### src/rtl/voice_alloc_pkg.sv
// Shared encodings for the voice allocator and its per-voice slots.
package voice_alloc_pkg;

  typedef enum logic [1:0] {
    VoiceFree,
    VoiceHeld,
    VoiceReleasing
  } voice_state_e;

  typedef enum logic [1:0] {
    StIdle,
    StScan,
    StIssue,
    StStealOn
  } alloc_state_e;

  localparam int unsigned EvictW = 8;

endpackage

### src/rtl/voice_slot.sv
// One managed voice: lifecycle state, assigned note and saturating allocation age.
// Commands arrive from the allocator FSM; alloc_i wins over every other command.
module voice_slot
  import voice_alloc_pkg::*;
#(
  parameter int unsigned NoteW = 7,
  parameter int unsigned AgeW  = 8
) (
  input  logic             clk_i,
  input  logic             rst_ni,
  input  logic             alloc_i,
  input  logic [NoteW-1:0] note_i,
  input  logic             release_i,
  input  logic             age_inc_i,
  input  logic             done_i,
  output voice_state_e     state_o,
  output logic [NoteW-1:0] note_o,
  output logic [AgeW-1:0]  age_o
);

  voice_state_e     state_q, state_d;
  logic [NoteW-1:0] note_q, note_d;
  logic [AgeW-1:0]  age_q, age_d;

  always_comb begin
    state_d = state_q;
    note_d  = note_q;
    age_d   = age_q;
    if (alloc_i) begin
      // Covers fresh allocation, retrigger and the second half of a steal.
      state_d = VoiceHeld;
      note_d  = note_i;
      age_d   = '0;
    end else if (release_i) begin
      if (state_q == VoiceHeld) begin
        state_d = VoiceReleasing;
      end
    end else if (done_i && (state_q == VoiceReleasing)) begin
      state_d = VoiceFree;
      age_d   = '0;
    end else if (age_inc_i && (state_q != VoiceFree) && (age_q != '1)) begin
      age_d = age_q + 1'b1;
    end
  end

  always_ff @(posedge clk_i) begin
    if (!rst_ni) begin
      state_q <= VoiceFree;
      note_q  <= '0;
      age_q   <= '0;
    end else begin
      state_q <= state_d;
      note_q  <= note_d;
      age_q   <= age_d;
    end
  end

  assign state_o = state_q;
  assign note_o  = note_q;
  assign age_o   = age_q;

endmodule

### src/rtl/voice_allocator.sv
// Polyphonic voice scheduler: serial scan of NUM_VOICES slots per note event.
// Define VOICE_STEAL_EN to steal the oldest voice instead of dropping a note-on.
module voice_allocator
  import voice_alloc_pkg::*;
#(
  parameter int unsigned NUM_VOICES = 4,
  parameter int unsigned NOTE_W     = 7,
  parameter int unsigned AGE_W      = 8
) (
  input  logic                         clk,
  input  logic                         rst_b,
  input  logic                         ev_valid,
  output logic                         ev_ready,
  input  logic                         ev_on,
  input  logic [NOTE_W-1:0]            ev_note,
  input  logic [NUM_VOICES-1:0]        voice_done,
  output logic [NUM_VOICES-1:0]        voice_note_on,
  output logic [NUM_VOICES-1:0]        voice_note_off,
  output logic [NUM_VOICES*NOTE_W-1:0] voice_note,
  output logic [NUM_VOICES-1:0]        voice_busy,
  output logic [EvictW-1:0]            evict_cnt
);

  localparam int unsigned IdxW = (NUM_VOICES > 1) ? $clog2(NUM_VOICES) : 1;
  localparam logic [IdxW-1:0] LastIdx = IdxW'(NUM_VOICES - 1);
  localparam logic [NUM_VOICES-1:0] OneV = NUM_VOICES'(1);

  alloc_state_e state_q, state_d;

  logic              ev_on_q, ev_on_d;
  logic [NOTE_W-1:0] ev_note_q, ev_note_d;
  logic [IdxW-1:0]   idx_q, idx_d;

  logic              found_free_q, found_free_d;
  logic [IdxW-1:0]   free_idx_q, free_idx_d;
  logic              found_match_q, found_match_d;
  logic [IdxW-1:0]   match_idx_q, match_idx_d;
  logic              found_old_q, found_old_d;
  logic [IdxW-1:0]   old_idx_q, old_idx_d;
  logic [AGE_W-1:0]  old_age_q, old_age_d;

  logic [NUM_VOICES-1:0] note_on_q, note_on_d;
  logic [NUM_VOICES-1:0] note_off_q, note_off_d;
  logic [EvictW-1:0]     evict_q, evict_d;

  logic [NUM_VOICES-1:0] slot_alloc, slot_release, slot_age_inc;
  voice_state_e          slot_state [NUM_VOICES];
  logic [NOTE_W-1:0]     slot_note  [NUM_VOICES];
  logic [AGE_W-1:0]      slot_age   [NUM_VOICES];

  voice_state_e          scan_state;
  logic [NOTE_W-1:0]     scan_note;
  logic [AGE_W-1:0]      scan_age;
  logic [IdxW-1:0]       issue_idx;
  logic [NUM_VOICES-1:0] issue_oh;

  for (genvar i = 0; i < NUM_VOICES; i++) begin : g_slot
    voice_slot #(
      .NoteW(NOTE_W),
      .AgeW (AGE_W)
    ) u_slot (
      .clk_i    (clk),
      .rst_ni   (rst_b),
      .alloc_i  (slot_alloc[i]),
      .note_i   (ev_note_q),
      .release_i(slot_release[i]),
      .age_inc_i(slot_age_inc[i]),
      .done_i   (voice_done[i]),
      .state_o  (slot_state[i]),
      .note_o   (slot_note[i]),
      .age_o    (slot_age[i])
    );
    assign voice_note[i*NOTE_W +: NOTE_W] = slot_note[i];
    assign voice_busy[i] = (slot_state[i] != VoiceFree);
  end

  assign scan_state = slot_state[idx_q];
  assign scan_note  = slot_note[idx_q];
  assign scan_age   = slot_age[idx_q];

  // A matching held voice is retriggered in preference to taking a free one.
  assign issue_idx = found_match_q ? match_idx_q : free_idx_q;
  assign issue_oh  = OneV << issue_idx;

`ifdef VOICE_STEAL_EN
  logic [NUM_VOICES-1:0] old_oh;
  assign old_oh = OneV << old_idx_q;
`else
  logic unused_old_idx;
  assign unused_old_idx = ^old_idx_q;
`endif

  always_comb begin
    state_d       = state_q;
    ev_on_d       = ev_on_q;
    ev_note_d     = ev_note_q;
    idx_d         = idx_q;
    found_free_d  = found_free_q;
    free_idx_d    = free_idx_q;
    found_match_d = found_match_q;
    match_idx_d   = match_idx_q;
    found_old_d   = found_old_q;
    old_idx_d     = old_idx_q;
    old_age_d     = old_age_q;
    note_on_d     = '0;
    note_off_d    = '0;
    evict_d       = evict_q;
    slot_alloc    = '0;
    slot_release  = '0;
    slot_age_inc  = '0;

    unique case (state_q)
      StIdle: begin
        if (ev_valid) begin
          ev_on_d       = ev_on;
          ev_note_d     = ev_note;
          idx_d         = '0;
          found_free_d  = 1'b0;
          found_match_d = 1'b0;
          found_old_d   = 1'b0;
          state_d       = StScan;
        end
      end

      StScan: begin
        if (!found_free_q && (scan_state == VoiceFree)) begin
          found_free_d = 1'b1;
          free_idx_d   = idx_q;
        end
        if (!found_match_q && (scan_state == VoiceHeld) && (scan_note == ev_note_q)) begin
          found_match_d = 1'b1;
          match_idx_d   = idx_q;
        end
        // Strict compare keeps the lowest index on equal ages.
        if ((scan_state != VoiceFree) && (!found_old_q || (scan_age > old_age_q))) begin
          found_old_d = 1'b1;
          old_idx_d   = idx_q;
          old_age_d   = scan_age;
        end
        if (idx_q == LastIdx) begin
          state_d = StIssue;
        end else begin
          idx_d = idx_q + 1'b1;
        end
      end

      StIssue: begin
        state_d = StIdle;
        if (ev_on_q) begin
          if (found_match_q || found_free_q) begin
            note_on_d    = issue_oh;
            slot_alloc   = issue_oh;
            slot_age_inc = ~issue_oh;
          end else begin
            if (evict_q != '1) begin
              evict_d = evict_q + 1'b1;
            end
`ifdef VOICE_STEAL_EN
            // No free voice means every scanned voice was busy, so old_idx_q is valid.
            note_off_d = old_oh;
            state_d    = StStealOn;
`endif
          end
        end else if (found_match_q) begin
          note_off_d   = issue_oh;
          slot_release = issue_oh;
        end
      end

`ifdef VOICE_STEAL_EN
      StStealOn: begin
        note_on_d    = old_oh;
        slot_alloc   = old_oh;
        slot_age_inc = ~old_oh;
        state_d      = StIdle;
      end
`endif

      default: state_d = StIdle;
    endcase
  end

  always_ff @(posedge clk) begin
    if (!rst_b) begin
      state_q       <= StIdle;
      ev_on_q       <= 1'b0;
      ev_note_q     <= '0;
      idx_q         <= '0;
      found_free_q  <= 1'b0;
      free_idx_q    <= '0;
      found_match_q <= 1'b0;
      match_idx_q   <= '0;
      found_old_q   <= 1'b0;
      old_idx_q     <= '0;
      old_age_q     <= '0;
      note_on_q     <= '0;
      note_off_q    <= '0;
      evict_q       <= '0;
    end else begin
      state_q       <= state_d;
      ev_on_q       <= ev_on_d;
      ev_note_q     <= ev_note_d;
      idx_q         <= idx_d;
      found_free_q  <= found_free_d;
      free_idx_q    <= free_idx_d;
      found_match_q <= found_match_d;
      match_idx_q   <= match_idx_d;
      found_old_q   <= found_old_d;
      old_idx_q     <= old_idx_d;
      old_age_q     <= old_age_d;
      note_on_q     <= note_on_d;
      note_off_q    <= note_off_d;
      evict_q       <= evict_d;
    end
  end

  assign ev_ready       = (state_q == StIdle);
  assign voice_note_on  = note_on_q;
  assign voice_note_off = note_off_q;
  assign evict_cnt      = evict_q;

endmodule

### config.mk
export PLATFORM = sky130hd
export DESIGN_NAME = voice_allocator
export DESIGN_NICKNAME = d
export VERILOG_FILES = /design/src/rtl/voice_alloc_pkg.sv /design/src/rtl/voice_slot.sv /design/src/rtl/voice_allocator.sv
export SDC_FILE = /design/constraint.sdc
export NUM_CORES = 1
export LEC_CHECK = 0
export ABC_AREA = 1
export ABC_CLOCK_PERIOD_IN_PS = 3800
export CELL_PAD_IN_SITES_DETAIL_PLACEMENT = 1
export CELL_PAD_IN_SITES_GLOBAL_PLACEMENT = 1
export CORE_MARGIN = 2
export CORE_UTILIZATION = 39
export CTS_CLUSTER_DIAMETER = 200
export DETAILED_ROUTE_END_ITERATION = 12
export PLACE_DENSITY_LB_ADDON = 0.1
export SETUP_SLACK_MARGIN = 0.02
export SKIP_LAST_GASP = 1
export SYNTH_ARGS = -nofsm -noshare
export SYNTH_HDL_FRONTEND = slang
export SYNTH_SLANG_ARGS = --single-unit
### constraint.sdc
create_clock -name clk -period 3.8 [get_ports clk]
set_input_delay 1.14 -clock clk [delete_from_list [all_inputs] [get_ports clk]]
set_output_delay 1.14 -clock clk [all_outputs]
set_load 0.1 [all_outputs]
==> results.yml, run 1 <==
yosys:
  netlist_area_um2: 3170
  synth_cell_type_count: 29
  async_flop_share: 0
  syn_avg_cell_area_um2: 7.16
  syn-num-nets: 459
  syn_inst: 442
  yosysWarnings: 0
  synth.most_common_cell: "nand2_1"
  ys_ff_latch: 70
  yosysTopAreaCell: "dfxtp_1"
  synth_top_area_frac: 0.443
  synth_flop_cell: "dfxtp_1"
  netlist_top_cells_count: "nand2_1, dfxtp_1, nand3_1, inv_1, nor2_1"
  synth-seq-area-share: 0.443
  synth_top_cells_by_area: "dfxtp_1, nand2_1, nand3_1"
  synth_edf_count: 0
run:
  max-cap-violations: 0
floorplan:
  core_area_um2: 7810
  die_x_um: 94.1
  io_pins: 64
  die-area_um2: 8850
  initial_core_util: 0.405
  die_h_um: 94.1
  num_rows: 32
cts:
  clkSinkCount: 70
  cts-resized-gates: 0
  cts_root_buffer: "clkbuf_8"
  numCtsBuffers: 9
  clk_pin_slew_worst_paths_ns: 0.08
  cts_tree: "built"
  hold_buffers: 0
  cts_buffer_depth: 2
  clk_latency_ns: 0.35
  post_cts_buffers: 0
  htreeDepth: 3
layout:
  num_antenna_cells: 0
  drive_gt1_frac: 0.185
  final_nets: 521
  fillers: 1027
  area_growth_pct: 24.9
  regArea_um2: 1400
  final_area_um2: 3950
  multi_input_area_um2: 1510
  utilization: 0.506
worst_hold_path:
  hp-class: "register to register"
  hp-start: "found_free_q"
routing:
  avgViaCountPerCell: 5.16
  drt_iter0_markers: 91
  drc: 0
  final_antenna_net_count: 0
  dr.pass1.iters: 4
  drt_wl_total_mm: 9.61
  post_drt_wl_per_cell_um: 15.7
  via_count: 3151
global_routing:
  grt_use_total: 0.229
  grt_overflow: 0
  first_global_vias: 3142
  antenna_found_initial: 0
  grt_pass1_wl_mm: 15.6
  grt_max_degree: 57
pwr:
  pwr-share-seq: 0.480
  p_int_mw: 1.16
  switching_share: 0.264
  ir_drop_mv: 0.183
  p_leak_nw: 1.71
  pwr-share-clk: 0.424
  p_comb_frac: 0.097
  power.net_switching_mw: 0.416
  power_density_nw_per_um2: 399
worst_setup_path:
  cp_max_fo: 1
  crit_path_start_kind: "register"
  critPathKind: "register to output port"
  ff2ff_setup_slack_ns: 1.62
  path_cells: "clkdlybuf4s50_1"
  max_stage_delay_ns: 1.12
  cp.buffers_inverters: 1
  crit_path_end_kind: "output port"
  cpMaxStageDelayCell: "clkdlybuf4s50_1"
  cp_top_family: "buffers and inverters"
  timing.rr.start: "idx_q[1]"
  cp-startpoint: "voice_note_on[2]"
  worstPathRequired_ns: 2.66
  arrival_ns: 1.77
placed_design:
  io_buffers: 63
  dpl.hpwl_mm: 6.69
  dpl_cell_area_um2: 3740
  gp_congestion: 0.813
sta:
  finalSetupViolations: 0
  fin_crit_sh: 0.767
  fin_crit_ns: 2.91
  timing.hold.ws_ns: 0.480
  maxSlewViolCount: 0
  fin_tns_setup_ns: 0
  slew_headroom: 0.360
  finalHoldViolations: 0
  tightest_slew_ns: 0.957
  skew_ns: 0.00982
  fmax_mhz: 343
  rsz0062_at_grt: "no"
outcome:
  outcome: "finished clean"
stage by stage:
step	setup WS, ns	cells	power (mW)
after floorplan	1.03	442	0.880
after global placement	1.25	595	0.921
after detailed placement	1.24	595	0.926
after CTS	0.884	611	1.59
after global routing	0.871	611	1.63
final	0.887	611	1.58
area by class of cell:
type | count | area share
Multi-Input combinational cell | 312 | 0.383
Sequential cell | 70 | 0.355
Timing Repair Buffer | 65 | 0.132
Inverter | 46 | 0.0443
Clock buffer | 10 | 0.0323
Tap cell | 102 | 0.0323
Clock inverter | 6 | 0.0218
worst min-delay path, cell delays in order (launching register included):
cell	delay, ns
dfxtp_1	0.32
nand2_1	0.06
a21oi_1	0.06
state kept, by name, summed over array words and instances (netlist names), 4 cells and up:
| register | flops |
|---|---|
| g_slot.u_slot.note_o | 28 |
| evict_cnt | 8 |
| g_slot.u_slot.state_o | 8 |
| ev_note_q | 7 |
| voice_note_off | 4 |
| voice_note_on | 4 |
layout by cell type, fill, tap and decap left out, drive strengths merged, types with 3 or more instances in the layout:
master	instances
clkbuf	10
dfxtp	70
inv	46
nand3	72
clkdlybuf4s50	14
nor2	43
clkinv	3
nand2	105
nor3	8
o21ai	51
a21oi	24
buf	51
worst paths after layout:
| path | end | cells past startpoint |
|---|---|---|
| worst min-delay path | found_free_q | 2 |
| worst max register to register | match_idx_q[0] | 11 |
| worst max-delay path | voice_note_on[2] | 1 |
| worst min register to register | found_free_q | 2 |
cell families after synthesis:
kind of cell | count (synthesis) | share of synthesized area
adder cells (fa/ha/maj) | 2 | 0.00790
buffers and inverters | 60 | 0.0791
AND/OR/NAND/NOR | 232 | 0.336
AO/OA/AOI/OAI | 78 | 0.134
flip-flops | 70 | 0.443
layer usage:
layer	global-route usage	wire [um]	vias to the layer above
met5	0	0	-
met4	0.0688	126	0
met3	0.0281	481	12
met2	0.383	4550	63
met1	0.309	4460	1497
li1	-	-	1579
power by group through the flow:
stage	Sequential (mW)	Clock [mW]	Combinational, mW
2_1_floorplan	0.770	0	0.110
3_3_place_gp	0.772	0	0.148
3_5_place_dp	0.773	0	0.153
4_1_cts	0.756	0.676	0.154
5_1_grt	0.758	0.696	0.172
6_report	0.756	0.668	0.153
No activity file was read; power rests on OpenSTA's default activity.
==> run 2, diff against run 1 <==
--- a/config.mk
+++ b/config.mk
@@ -6,11 +6,11 @@
 export NUM_CORES = 1
 export LEC_CHECK = 0
 export ABC_AREA = 1
-export ABC_CLOCK_PERIOD_IN_PS = 3800
+export ABC_CLOCK_PERIOD_IN_PS = 2460
 export CELL_PAD_IN_SITES_DETAIL_PLACEMENT = 1
 export CELL_PAD_IN_SITES_GLOBAL_PLACEMENT = 1
 export CORE_MARGIN = 2
-export CORE_UTILIZATION = 39
+export CORE_UTILIZATION = 33
 export CTS_CLUSTER_DIAMETER = 200
 export DETAILED_ROUTE_END_ITERATION = 12
 export PLACE_DENSITY_LB_ADDON = 0.1
==> constraint.sdc (replaced) <==
create_clock -name clk -period 2.46 [get_ports clk]
set_input_delay 0.738 -clock clk [delete_from_list [all_inputs] [get_ports clk]]
set_output_delay 0.738 -clock clk [all_outputs]
set_load 0.1 [all_outputs]
==> results.yml, run 2 (synthesized netlist as in run 1, its figures left out) <==
outcome:
  outcome: "finished clean"
worst_hold_path:
  hp-class: "register to register"
  hold_end: "evict_cnt[7]"
  min_delay_path_depth: 2
  hp-start: "evict_cnt[7]"
global_routing:
  first_global_vias: 3096
  grt_pass1_wl_mm: 15.9
  antenna_found_initial: 0
  grt_use_total: 0.200
  grt_overflow: 0
  grt_max_degree: 57
worst_setup_path:
  cp_max_fo: 20
  crit_path_start_kind: "register"
  crit_path_end_kind: "register"
  cp.buffers_inverters: 1
  critPathKind: "register to register"
  cp_top_family: "simple AND/OR/NAND/NOR gates"
  timing.rr.start: "idx_q[0]"
  path_cells: "inv_1 > nand2_1 > nand3_1 > nand2_1 > nand2_1 > nand2_1 > nor2_1 > nand2_1 > nor2_1 > nor2_1 > nor2_1"
  worstPathRequired_ns: 2.75
  reg2reg_to: "match_idx_q[0]"
  crit_top_cell: "nand2_1"
  cpMaxStageDelayCell: "inv_1"
  arrival_ns: 2.23
  max_stage_delay_ns: 0.49
  ff2ff_setup_slack_ns: 0.52
  ff2ff_path_depth: 11
cts:
  clk_latency_ns: 0.35
  numCtsBuffers: 9
  hold_buffers: 0
  htreeDepth: 3
  cts-resized-gates: 0
  cts_root_buffer: "clkbuf_8"
  post_cts_buffers: 0
  clk_pin_slew_worst_paths_ns: 0.08
  cts_tree: "built"
  clkSinkCount: 70
  cts_buffer_depth: 2
placed_design:
  gp_congestion: 0.790
  dpl.hpwl_mm: 7.09
  io_buffers: 63
routing:
  drt_iter0_markers: 105
  drt_wl_total_mm: 9.82
  post_drt_wl_per_cell_um: 15.3
  drc: 0
  via_count: 3120
  final_antenna_net_count: 0
  avgViaCountPerCell: 4.86
  dr.pass1.iters: 4
sta:
  skew_ns: 0.0117
  finalHoldViolations: 0
  maxSlewViolCount: 0
  fmax_mhz: 515
  rsz0062_at_grt: "no"
  fin_crit_ns: 1.94
  finalSetupViolations: 0
  fin_crit_sh: 0.790
  slew_headroom: 0.550
  tightest_slew_ns: 0.675
  fin_tns_setup_ns: 0
  timing.hold.ws_ns: 0.481
layout:
  utilization: 0.440
  drive_gt1_frac: 0.197
  largest_reg_flops: 28
  layout_common_cells: "nand2_1, dfxtp_1, nand3_1"
  num_antenna_cells: 0
  final_common_cell: "nand2_1"
  area_growth_pct: 28.9
  final_nets: 525
floorplan:
  die_x_um: 102
  die_h_um: 102
  num_rows: 35
  die-area_um2: 10400
  core_area_um2: 9280
  io_pins: 64
  initial_core_util: 0.341
pwr:
  ir_drop_mv: 0.326
  p_leak_nw: 1.77
  power_density_nw_per_um2: 658
run:
  max-cap-violations: 0
==> run 2: how the worst max path moves through the flow <==
| stage | slack [ns] | startpoint | end | depth (start not counted) |
|---|---|---|---|---|
| finish | 0.52 | idx_q[0] | match_idx_q[0] | 11 |
| detailed placement | 0.38 | ev_valid | ev_note_q[0] | 4 |
| global placement | 0.42 | ev_valid | ev_note_q[0] | 4 |
| floorplan | 0.26 | evict_cnt[0] | evict_cnt[6] | 10 |
| global route | 0.25 | idx_q[0] | match_idx_q[1] | 10 |
| CTS | 0.52 | g_slot[1].u_slot.state_o[0] | voice_busy[1] | 3 |
==> run 2: report_power, final <==
part           total, mW  switching, mW  internal [mW]
combinational      0.251          0.174         0.0773
clock               1.27          0.486          0.782
sequential          1.17         0.0131           1.15
==> run 2: stage by stage <==
stage	instance area [um2]	total power, mW	instances	setup slack (ns)
after CTS	4080	2.70	642	0.520
after global placement	3810	1.44	626	0.416
after global routing	4080	2.79	642	0.254
after detailed placement	3810	1.44	626	0.383
after floorplan	3170	1.36	442	0.260
final	4080	2.68	642	0.517
==> run 2: tightest hold or removal path, stage by stage (launching register included) <==
cell	delay, ns
dfxtp_1	0.32
inv_1	0.05
a21oi_1	0.06
==> run 2: per-layer routing <==
metal / vias to the layer above / GRT usage / wire length, um
met5: - / 0 / 0
met3: 10 / 0.0356 / 308
met2: 52 / 0.311 / 4420
met4: 0 / 0.0574 / 133
li1: 1589 / - / -
met1: 1469 / 0.284 / 4950
==> run 2: layout make-up <==
cell class | count | area [um2]
repair buffers | 69 | 561
well taps | 129 | 161
fillers | 1183 | 5200
clock buffers | 9 | 124
clock inverters | 7 | 143
flip-flops and latches | 70 | 1400
multi-input cells | 312 | 1520
inverters | 46 | 175
